==> src/rtl/load_store_unit.sv <==
// Load/store unit in front of a word-addressed 64-bit data memory: slices and extends
// loads, builds byte/half/word stores as read-modify-write, and rejects faulting requests.
module load_store_unit #(
   parameter  int DATA_WIDTH_POW = 6,
   parameter  int ADDR_WIDTH_POW = 6,
   parameter  int MEM_DEPTH_POW  = 12,
   localparam int DW             = 2 ** DATA_WIDTH_POW,
   localparam int AW             = 2 ** ADDR_WIDTH_POW
) (
   input  logic          clk_in,
   input  logic          reset,
   input  logic          req_valid,
   output logic          req_ready,
   input  logic          req_store,
   input  logic [2:0]    req_funct3,
   input  logic [AW-1:0] req_addr,
   input  logic [DW-1:0] req_wdata,
   output logic [AW-1:0] mem_addr,
   output logic [DW-1:0] mem_wdata,
   output logic          mem_write,
   output logic          mem_read,
   input  logic [DW-1:0] mem_rdata,
   output logic          resp_valid,
   output logic [DW-1:0] resp_data,
   output logic          resp_fault,
   output logic [1:0]    resp_cause
);

   typedef enum logic [2:0] {S_IDLE, S_LOAD, S_RMW_READ, S_WRITE, S_RESP} state_t;
   typedef enum logic [1:0] {
      CAUSE_NONE       = 2'b00,
      CAUSE_MISALIGNED = 2'b01,
      CAUSE_ILLEGAL    = 2'b10,
      CAUSE_RANGE      = 2'b11
   } cause_t;

   state_t        state_q, state_d;
   cause_t        cause_q, cause_in;
   logic [2:0]    funct3_q;
   logic [AW-1:0] addr_q;
   logic [DW-1:0] wdata_q;     // store data, replaced by the merged word after RMW_READ
   logic [DW-1:0] result_q;
   logic          accept;
   logic          illegal, misaligned, out_of_range;
   logic [5:0]    lane_shift;
   logic [DW-1:0] shifted, load_val, lane_mask, merged;
   logic          sign_ok;

   assign req_ready = (state_q == S_IDLE) && !reset;
   assign accept    = req_valid && req_ready;

   // Request classification, evaluated on the live request so the fault is known at accept.
   always_comb begin
      // NOTE: every combinational output gets a default first so no path leaves it unassigned (no latch).
      misaligned = 1'b0;
      case (req_funct3[1:0])
         2'b01:   misaligned = req_addr[0];
         2'b10:   misaligned = |req_addr[1:0];
         2'b11:   misaligned = |req_addr[2:0];
         default: misaligned = 1'b0;
      endcase
      illegal      = req_store ? req_funct3[2] : (req_funct3 == 3'b111);
      out_of_range = |req_addr[AW-1:MEM_DEPTH_POW+3];
      if (illegal)         cause_in = CAUSE_ILLEGAL;
      else if (misaligned) cause_in = CAUSE_MISALIGNED;
      else if (out_of_range) cause_in = CAUSE_RANGE;
      else                 cause_in = CAUSE_NONE;
   end

   // Lane handling for the latched request against the word coming back from memory.
   always_comb begin
      lane_shift = {addr_q[2:0], 3'b000};
      shifted    = mem_rdata >> lane_shift;
      sign_ok    = ~funct3_q[2];
      lane_mask  = '0;
      case (funct3_q[1:0])
         2'b00: begin
            load_val        = {{(DW-8){sign_ok & shifted[7]}}, shifted[7:0]};
            lane_mask[7:0]  = '1;
         end
         2'b01: begin
            load_val        = {{(DW-16){sign_ok & shifted[15]}}, shifted[15:0]};
            lane_mask[15:0] = '1;
         end
         2'b10: begin
            load_val        = {{(DW-32){sign_ok & shifted[31]}}, shifted[31:0]};
            lane_mask[31:0] = '1;
         end
         default: begin
            load_val  = shifted;
            lane_mask = '1;
         end
      endcase
      merged = (mem_rdata & ~(lane_mask << lane_shift)) |
               ((wdata_q << lane_shift) & (lane_mask << lane_shift));
   end

   always_comb begin
      state_d    = state_q;
      mem_addr   = '0;
      mem_wdata  = '0;
      mem_write  = 1'b0;
      mem_read   = 1'b0;
      resp_valid = 1'b0;
      resp_data  = '0;
      resp_fault = 1'b0;
      resp_cause = 2'b00;
      case (state_q)
         S_IDLE: begin
            if (accept) begin
               if (cause_in != CAUSE_NONE)    state_d = S_RESP;
               else if (!req_store)           state_d = S_LOAD;
               else if (req_funct3[1:0] == 2'b11) state_d = S_WRITE;
               else                           state_d = S_RMW_READ;
            end
         end
         S_LOAD: begin
            mem_read = 1'b1;
            mem_addr = {addr_q[AW-1:3], 3'b000};
            state_d  = S_RESP;
         end
         S_RMW_READ: begin
            mem_read = 1'b1;
            mem_addr = {addr_q[AW-1:3], 3'b000};
            state_d  = S_WRITE;
         end
         S_WRITE: begin
            mem_write = 1'b1;
            mem_addr  = {addr_q[AW-1:3], 3'b000};
            mem_wdata = wdata_q;
            state_d   = S_RESP;
         end
         S_RESP: begin
            resp_valid = 1'b1;
            resp_data  = result_q;
            resp_fault = (cause_q != CAUSE_NONE);
            resp_cause = cause_q;
            state_d    = S_IDLE;
         end
         default: state_d = S_IDLE;
      endcase
      // Reset kills the in-flight request immediately: no write or response in the reset cycle.
      if (reset) begin
         mem_addr   = '0;
         mem_wdata  = '0;
         mem_write  = 1'b0;
         mem_read   = 1'b0;
         resp_valid = 1'b0;
         resp_data  = '0;
         resp_fault = 1'b0;
         resp_cause = 2'b00;
      end
   end

   // NOTE: sequential state uses non-blocking assignments so every register samples pre-edge values.
   always_ff @(posedge clk_in) begin
      if (reset) begin
         state_q  <= S_IDLE;
         cause_q  <= CAUSE_NONE;
         funct3_q <= '0;
         addr_q   <= '0;
         wdata_q  <= '0;
         result_q <= '0;
      end else begin
         state_q <= state_d;
         if (accept) begin
            funct3_q <= req_funct3;
            addr_q   <= req_addr;
            wdata_q  <= req_wdata;
            cause_q  <= cause_in;
            result_q <= '0;
         end
         if (state_q == S_LOAD)     result_q <= load_val;
         if (state_q == S_RMW_READ) wdata_q  <= merged;
      end
   end

endmodule

==> config.mk <==
export PLATFORM = sky130hd
export DESIGN_NAME = load_store_unit
export DESIGN_NICKNAME = d
export VERILOG_FILES = /design/src/rtl/load_store_unit.sv
export SDC_FILE = /design/constraint.sdc
export NUM_CORES = 1
export LEC_CHECK = 0
export ABC_AREA = 1
export CORE_MARGIN = 8
export CORE_UTILIZATION = 45
export DETAILED_ROUTE_END_ITERATION = 16
export PLACE_DENSITY = 0.78
export SKIP_CTS_REPAIR_TIMING = 1
export SLEW_MARGIN = 0
export SYNTH_ARGS = -nofsm -noshare
export SYNTH_HDL_FRONTEND = slang
export SYNTH_SLANG_ARGS = --single-unit
==> constraint.sdc <==
create_clock -name clk_in -period 4.9 [get_ports clk_in]
set_input_delay 0.98 -clock clk_in [delete_from_list [all_inputs] [get_ports clk_in]]
set_output_delay 0.98 -clock clk_in [all_outputs]
set_load 0.03 [all_outputs]
# After elaboration in Yosys (flattened, before gate mapping)
# Index checks and enable logic that the tools add are counted.
# op_classes
reduce_logical	17
n_eq_ne	11
muxes	34
bitwise	8
n_shift	3
# op_table
op	count
$mux 64	10
$pmux 64 s3	1
$and 64x64->64	2
$shl 64x6->64	2
$not 64->64	1
$or 64x64->64	1
$shr 64x6->64	1
$reduce_or 49->1	1
$mux 32	1
$mux 16	1
$mux 2	6
$mux 1	10
$pmux 3 s3	1
$reduce_or 3->1	3
$mux 8	1
$reduce_bool 2->1	4
$reduce_or 2->1	4
$eq 2x2->1 const B	3
$eq 3x2->1 const B	2
$eq 3x3->1 const B	2
$mux 3	2
$eq 2x1->1 const B	2
$and 1x1->1	3
$eq 3x1->1 const B	1
other kinds (7)	8
# word_totals
in_bits	199
out_inout_bits	199
reg_bits	200
wordCells	79

# Longest topological paths before layout
# Gate-level depths: netlist of the first run.
# logic_depth
word_depth	8
mapped_depth	13

# Worst setup path before layout of the first run
# OpenSTA, ideal clock, no wires.
# synth_path
path_type	input-to-output
from	input port reset
to	output port mem_wdata[10]
path_buffers	2
stages	7
setup_slack_ns	1.353
arrival_time_ns	2.567
cell_sequence	buf_2 > nor2_2 > inv_1 > nor2_1 > inv_2 > clkbuf_1 > nor2_1
# synth_between
elab_chain_len	1
# synth_rtl
element	line_no	text
from (decl)	11	input logic reset,
$mux 64	143	if (reset) begin
to (decl)	19	output logic [DW-1:0] mem_wdata,
# Every way passes these cells.

# Final worst setup path of the first run
# layout_path
from	input port reset
to	output port resp_data[56]
# layout_between
elab_chain_len	1
# layout_rtl
element	line_no	text
$mux 64	143	
to (decl)	24	output logic [DW-1:0] resp_data,
# Every way passes these cells.

==> results.json, run 1 <==
{
  "worst_path_dominant_cell_family": "buffers and inverters",
  "clock_latency_ns": 0.46,
  "rows": 63,
  "mostFrequentLayoutCells": "nand2_1, clkdlybuf4s50_1, o21ai_0",
  "crit_fanout": 68,
  "status": "completed",
  "wl_per_cell_um": 22.1,
  "via_count": 16600,
  "gp_congestion": 1.04,
  "yosysWarnings": 0,
  "cts_tree": "done",
  "crit_required_ns": 3.92,
  "syn_area_mm2": 0.0134,
  "vias_per_cell": 5.67,
  "final_cell_area_mm2": 0.0179,
  "path_clk_slew_ns": 0.08,
  "core_mm2": 0.0296,
  "whs_path_depth": 2,
  "critPathKind": "in -> out",
  "cts_root_buf": "clkbuf_16",
  "dp_slack_ns": 0.932,
  "hpwl_um": 49800,
  "clockBufferDepth": 2,
  "portBuffers": 394,
  "hold_path_end": "addr_q[26]",
  "antenna_found_initial": 4,
  "cts_sinks": 200,
  "crit-reg2reg-launch": "addr_q[0]",
  "worstHoldPathType": "reg -> reg",
  "r2r_slack_ns": 1.54,
  "num_io_pins": 398,
  "nNetsFinal": 2726,
  "cp_common_cell": "buf_4",
  "synth.distinct_cells": 40,
  "cts_max_level": 4,
  "max_stage_delay_ns": 0.62,
  "gr-total-overflow": 0,
  "ant_nets": 0,
  "die_x_um": 189,
  "seq_area_frac_synth": 0.298,
  "tritoncts.num_buffers": 17,
  "synthCells": 2264,
  "drc": 0,
  "initial_core_util": 0.455,
  "dpl.cell_count": 2898,
  "min_period_over_period": 0.819,
  "area_growth_pct": 32.8,
  "arrival_ns": 3.03,
  "drive_gt1_frac": 0.0417,
  "cp_cell_sequence": "buf_2 > buf_4 > inv_2 > nand2_2 > buf_4 > nor2_1 > clkdlybuf4s50_1",
  "grt_pass1_wl_um": 95200,
  "finalSetupTns_ns": 0,
  "cp-end-kind": "output port",
  "maxSlewHeadroom": 0.297,
  "fin_crit_ns": 4.01,
  "cp-start-kind": "input pin",
  "drtIter0Drc": 2138,
  "layout.cells.most_common": "nand2_1",
  "slowest_stage": "clkdlybuf4s50_1",
  "die_y_um": 189,
  "grt.total_usage": 0.347,
  "fmax_mhz": 249,
  "timing.final.ws_setup_ns": 0.888,
  "drt-pass1-iter-count": 6,
  "r2r.worst_path.cells": 7,
  "grt_pass1_vias": 15700,
  "p_total_mw": 4.31,
  "wl_um": 64900,
  "finish.utilization": 0.604,
  "tightest_slew_ns": 1.04,
  "min_from": "addr_q[26]",
  "ys_ff_latch": 200,
  "dpl_cell_area_mm2": 0.0173,
  "fin_worst_skew_ns": 0.0142,
  "p_leak_nw": 6.75,
  "hold_viol": 0,
  "drv_cap": 0,
  "rsz0062_at_grt": "no",
  "power.density_mw_per_mm2": 241,
  "final_cells": 2933,
  "grt_max_degree": 119,
  "die_area_mm2": 0.0357,
  "avgSynthCellArea_um2": 5.94,
  "setup_viol": 0,
  "whs_ns": 0.453,
  "path_buf_inv": 5,
  "slew_viol_final": 0,
  "ir_worst_vdd_mv": 0.238
}
==> area by class of cell <==
cell class,instances,area (µm²)
Timing Repair Buffer,415,4110
Inverter,295,1110
Multi-Input combinational cell,1598,7550
Clock buffer,18,439
Tap cell,390,488
Fill cell,2911,11700
Sequential cell,200,4010
Clock inverter,13,151
Antenna cell,4,10.0
==> cell families (layout without fill, tap and decap cells) <==
group	count (synthesis)	count (layout)	synth area share
AO/OA/AOI/OAI	708	708	0.286
multiplexers	9	9	0.00670
other	1	7	0.000279
buffers and inverters	468	741	0.143
flip-flops	200	200	0.298
AND/OR/NAND/NOR	878	878	0.266
==> power by group <==
part	leakage (nW)	switching, mW	internal (mW)
clock network	0.289	0.788	0.700
registers	1.64	0.0634	1.70
logic	4.83	0.706	0.346
==> worst min-delay path: stages (launching register included) <==
cell and delay, ns:
dfxtp_1 0.30, inv_1 0.06, a21oi_1 0.05
==> worst max-delay path by stage <==
stage,from,to,slack (ns),cells past startpoint
after floorplan,reset,mem_wdata[10],1.35,7
after global placement,reset,mem_wdata[59],0.97,7
after detailed placement,reset,resp_data[56],0.93,7
after CTS,reset,mem_wdata[53],0.93,7
after global routing,reset,resp_data[52],0.74,7
final,reset,resp_data[56],0.89,7
==> routing by layer <==
metal	vias up	wire length, µm	track usage
met5	-	10	0
met4	2	3440	0.175
met3	170	7010	0.102
met2	974	28500	0.544
met1	7656	25900	0.429
li1	7827	-	-
==> cell usage after synthesis <==
master | instances | area (µm²)
o21ai_1 | 18 | 90.1
clkinv_1 | 2 | 7.51
buf_2 | 48 | 240
buf_1 | 8 | 30.0
a21oi_1 | 261 | 1310
inv_4 | 1 | 6.26
and2_1 | 3 | 18.8
o2111ai_1 | 1 | 8.76
o21bai_1 | 32 | 240
o211ai_2 | 3 | 37.5
o211ai_1 | 56 | 420
a22oi_1 | 1 | 7.51
conb_1 | 1 | 3.75
nand4_1 | 10 | 62.6
inv_1 | 280 | 1050
a21oi_2 | 1 | 8.76
o31ai_1 | 2 | 15.0
nand3_4 | 1 | 17.5
inv_2 | 12 | 45.0
o21ai_0 | 324 | 1620
o21ai_2 | 2 | 17.5
buf_4 | 13 | 97.6
mux2i_1 | 9 | 90.1
o21a_1 | 2 | 15.0
dfxtp_1 | 200 | 4000
nor2_8 | 1 | 20.0
nand2_1 | 474 | 1780
a211oi_1 | 4 | 30.0
buf_6 | 8 | 90.1
nor2_4 | 2 | 22.5
nand2_4 | 2 | 22.5
nand2_2 | 6 | 37.5
or2_2 | 7 | 43.8
nand3_2 | 2 | 20.0
nor3_1 | 8 | 40.0
nor2_1 | 254 | 953
nand3_1 | 104 | 521
clkbuf_1 | 96 | 360
nor2_2 | 4 | 25.0
a22oi_4 | 1 | 21.3
==> flip-flops by register name (all words and copies together), names as in the netlist, named ones only <==
name	cells
addr_q	64
result_q	64
wdata_q	48
funct3_q	3
state_q	3
cause_q	2
Power figures use the tool's default switching activity.
==> run 2: changes to the inputs <==
clock period = 4 ns   (was 4.9 ns; I/O delays follow)
==> results.json, run 2 (synthesis gave the netlist of run 1 again) <==
{
  "rsz0062_at_grt": "no",
  "arrival_ns": 2.73,
  "core_mm2": 0.0296,
  "num_io_pins": 398,
  "p_total_mw": 5.40,
  "grt.total_usage": 0.347,
  "cts_root_buf": "clkbuf_16",
  "slowest_stage": "inv_2",
  "p_leak_nw": 7.07,
  "worstHoldPathType": "reg -> reg",
  "min_period_over_period": 0.883,
  "fin_worst_skew_ns": 0.0230,
  "ir_worst_vdd_mv": 0.311,
  "layout.cells.most_common": "nand2_1",
  "grt_pass1_wl_um": 95800,
  "gr-total-overflow": 0,
  "rows": 63,
  "cp_cell_sequence": "buf_2 > nor2_2 > inv_1 > nor2_1 > inv_2 > nor2_1 > clkdlybuf4s50_1",
  "portBuffers": 394,
  "grt_pass1_vias": 15800,
  "finalSetupTns_ns": 0,
  "drtIter0Drc": 2228,
  "clockBufferDepth": 2,
  "hold_viol": 0,
  "path_clk_slew_ns": 0.10,
  "hpwl_um": 49700,
  "die_area_mm2": 0.0357,
  "drc": 0,
  "critPathKind": "in -> out",
  "die_y_um": 189,
  "crit_fanout": 64,
  "ant_nets": 0,
  "die_x_um": 189,
  "drt-pass1-iter-count": 6,
  "nNetsFinal": 2734,
  "cts_sinks": 200,
  "fin_crit_ns": 3.53,
  "antenna_found_initial": 5,
  "via_count": 16700,
  "clock_latency_ns": 0.46,
  "gp_congestion": 1.03,
  "reg.largest.list": "addr_q x64, result_q x64, wdata_q x48",
  "max_stage_delay_ns": 0.69,
  "vias_per_cell": 5.67,
  "mostFrequentLayoutCells": "nand2_1, clkdlybuf4s50_1, o21ai_0",
  "initial_core_util": 0.455,
  "grt_max_degree": 176,
  "drive_gt1_frac": 0.0703,
  "status": "completed",
  "slew_viol_final": 0,
  "cp-start-kind": "input pin",
  "cts_tree": "done",
  "crit_required_ns": 3.20,
  "maxSlewHeadroom": 0.154,
  "tightest_slew_ns": 1.27,
  "wl_per_cell_um": 22.0,
  "power.density_mw_per_mm2": 294,
  "drv_cap": 0,
  "cp-end-kind": "output port",
  "setup_viol": 0,
  "cts_max_level": 4,
  "fmax_mhz": 283,
  "tritoncts.num_buffers": 17,
  "wl_um": 64600,
  "cp_common_cell": "nor2_1",
  "area_growth_pct": 36.7
}
==> run 2: cell types whose count changed in the layout (fill, tap and decap cells not counted), sizes merged <==
cell / change
clkinv: +1
inv: +1
clkbuf: -1
buf: +72
diode: -2
clkdlybuf4s50: -64
==> run 2: cell type report <==
| class | instances | area [µm²] |
|---|---|---|
| Antenna cell | 2 | 5.00 |
| Fill cell | 2824 | 11200 |
| Sequential cell | 200 | 4010 |
| Timing Repair Buffer | 423 | 4580 |
| Inverter | 295 | 1110 |
| Clock buffer | 17 | 425 |
| Multi-Input combinational cell | 1598 | 7550 |
| Clock inverter | 15 | 221 |
| Tap cell | 390 | 488 |
==> run 2: routing by layer <==
layer / track usage / wire length, µm / vias to the layer above / share of wire
met5: 0 / 25 / - / 0.00039
met4: 0.159 / 3250 / 4 / 0.050
met3: 0.0936 / 7030 / 178 / 0.11
met2: 0.553 / 28900 / 1053 / 0.45
met1: 0.431 / 25400 / 7591 / 0.39
li1: - / - / 7853 / -
==> run 2: metrics by stage <==
step	instance area, µm²	util	hold slack, ns	instances	setup WS, ns
6_report	18400	0.622	0.462	2940	0.470
5_1_grt	18400	0.622	0.482	2940	0.324
4_1_cts	18400	0.622	0.462	2938	0.512
3_5_place_dp	17700	0.600	0.449	2906	0.544
3_3_place_gp	17700	0.600	0.444	2906	0.611
2_1_floorplan	13500	-	0.430	2266	0.813
==> run 2: power breakdown <==
| group | switching [mW] | internal (mW) |
|---|---|---|
| clock | 1.05 | 0.888 |
| combinational | 0.877 | 0.430 |
| sequential | 0.0648 | 2.09 |
==> run 2: critical path: cells and delay by family <==
| family | cells | cell delay (ns) |
|---|---|---|
| buf+inv | 4 | 1.60 |
| simple gates | 3 | 0.26 |
==> run 2: final timing paths <==
path | start | endpoint | slack [ns] | cells past startpoint
max | reset | mem_wdata[50] | 0.47 | 7
min | addr_q[42] | addr_q[42] | 0.46 | 2
max reg2reg | addr_q[1] | register | 1.00 | 8
min reg2reg | addr_q[42] | addr_q[42] | 0.46 | 2
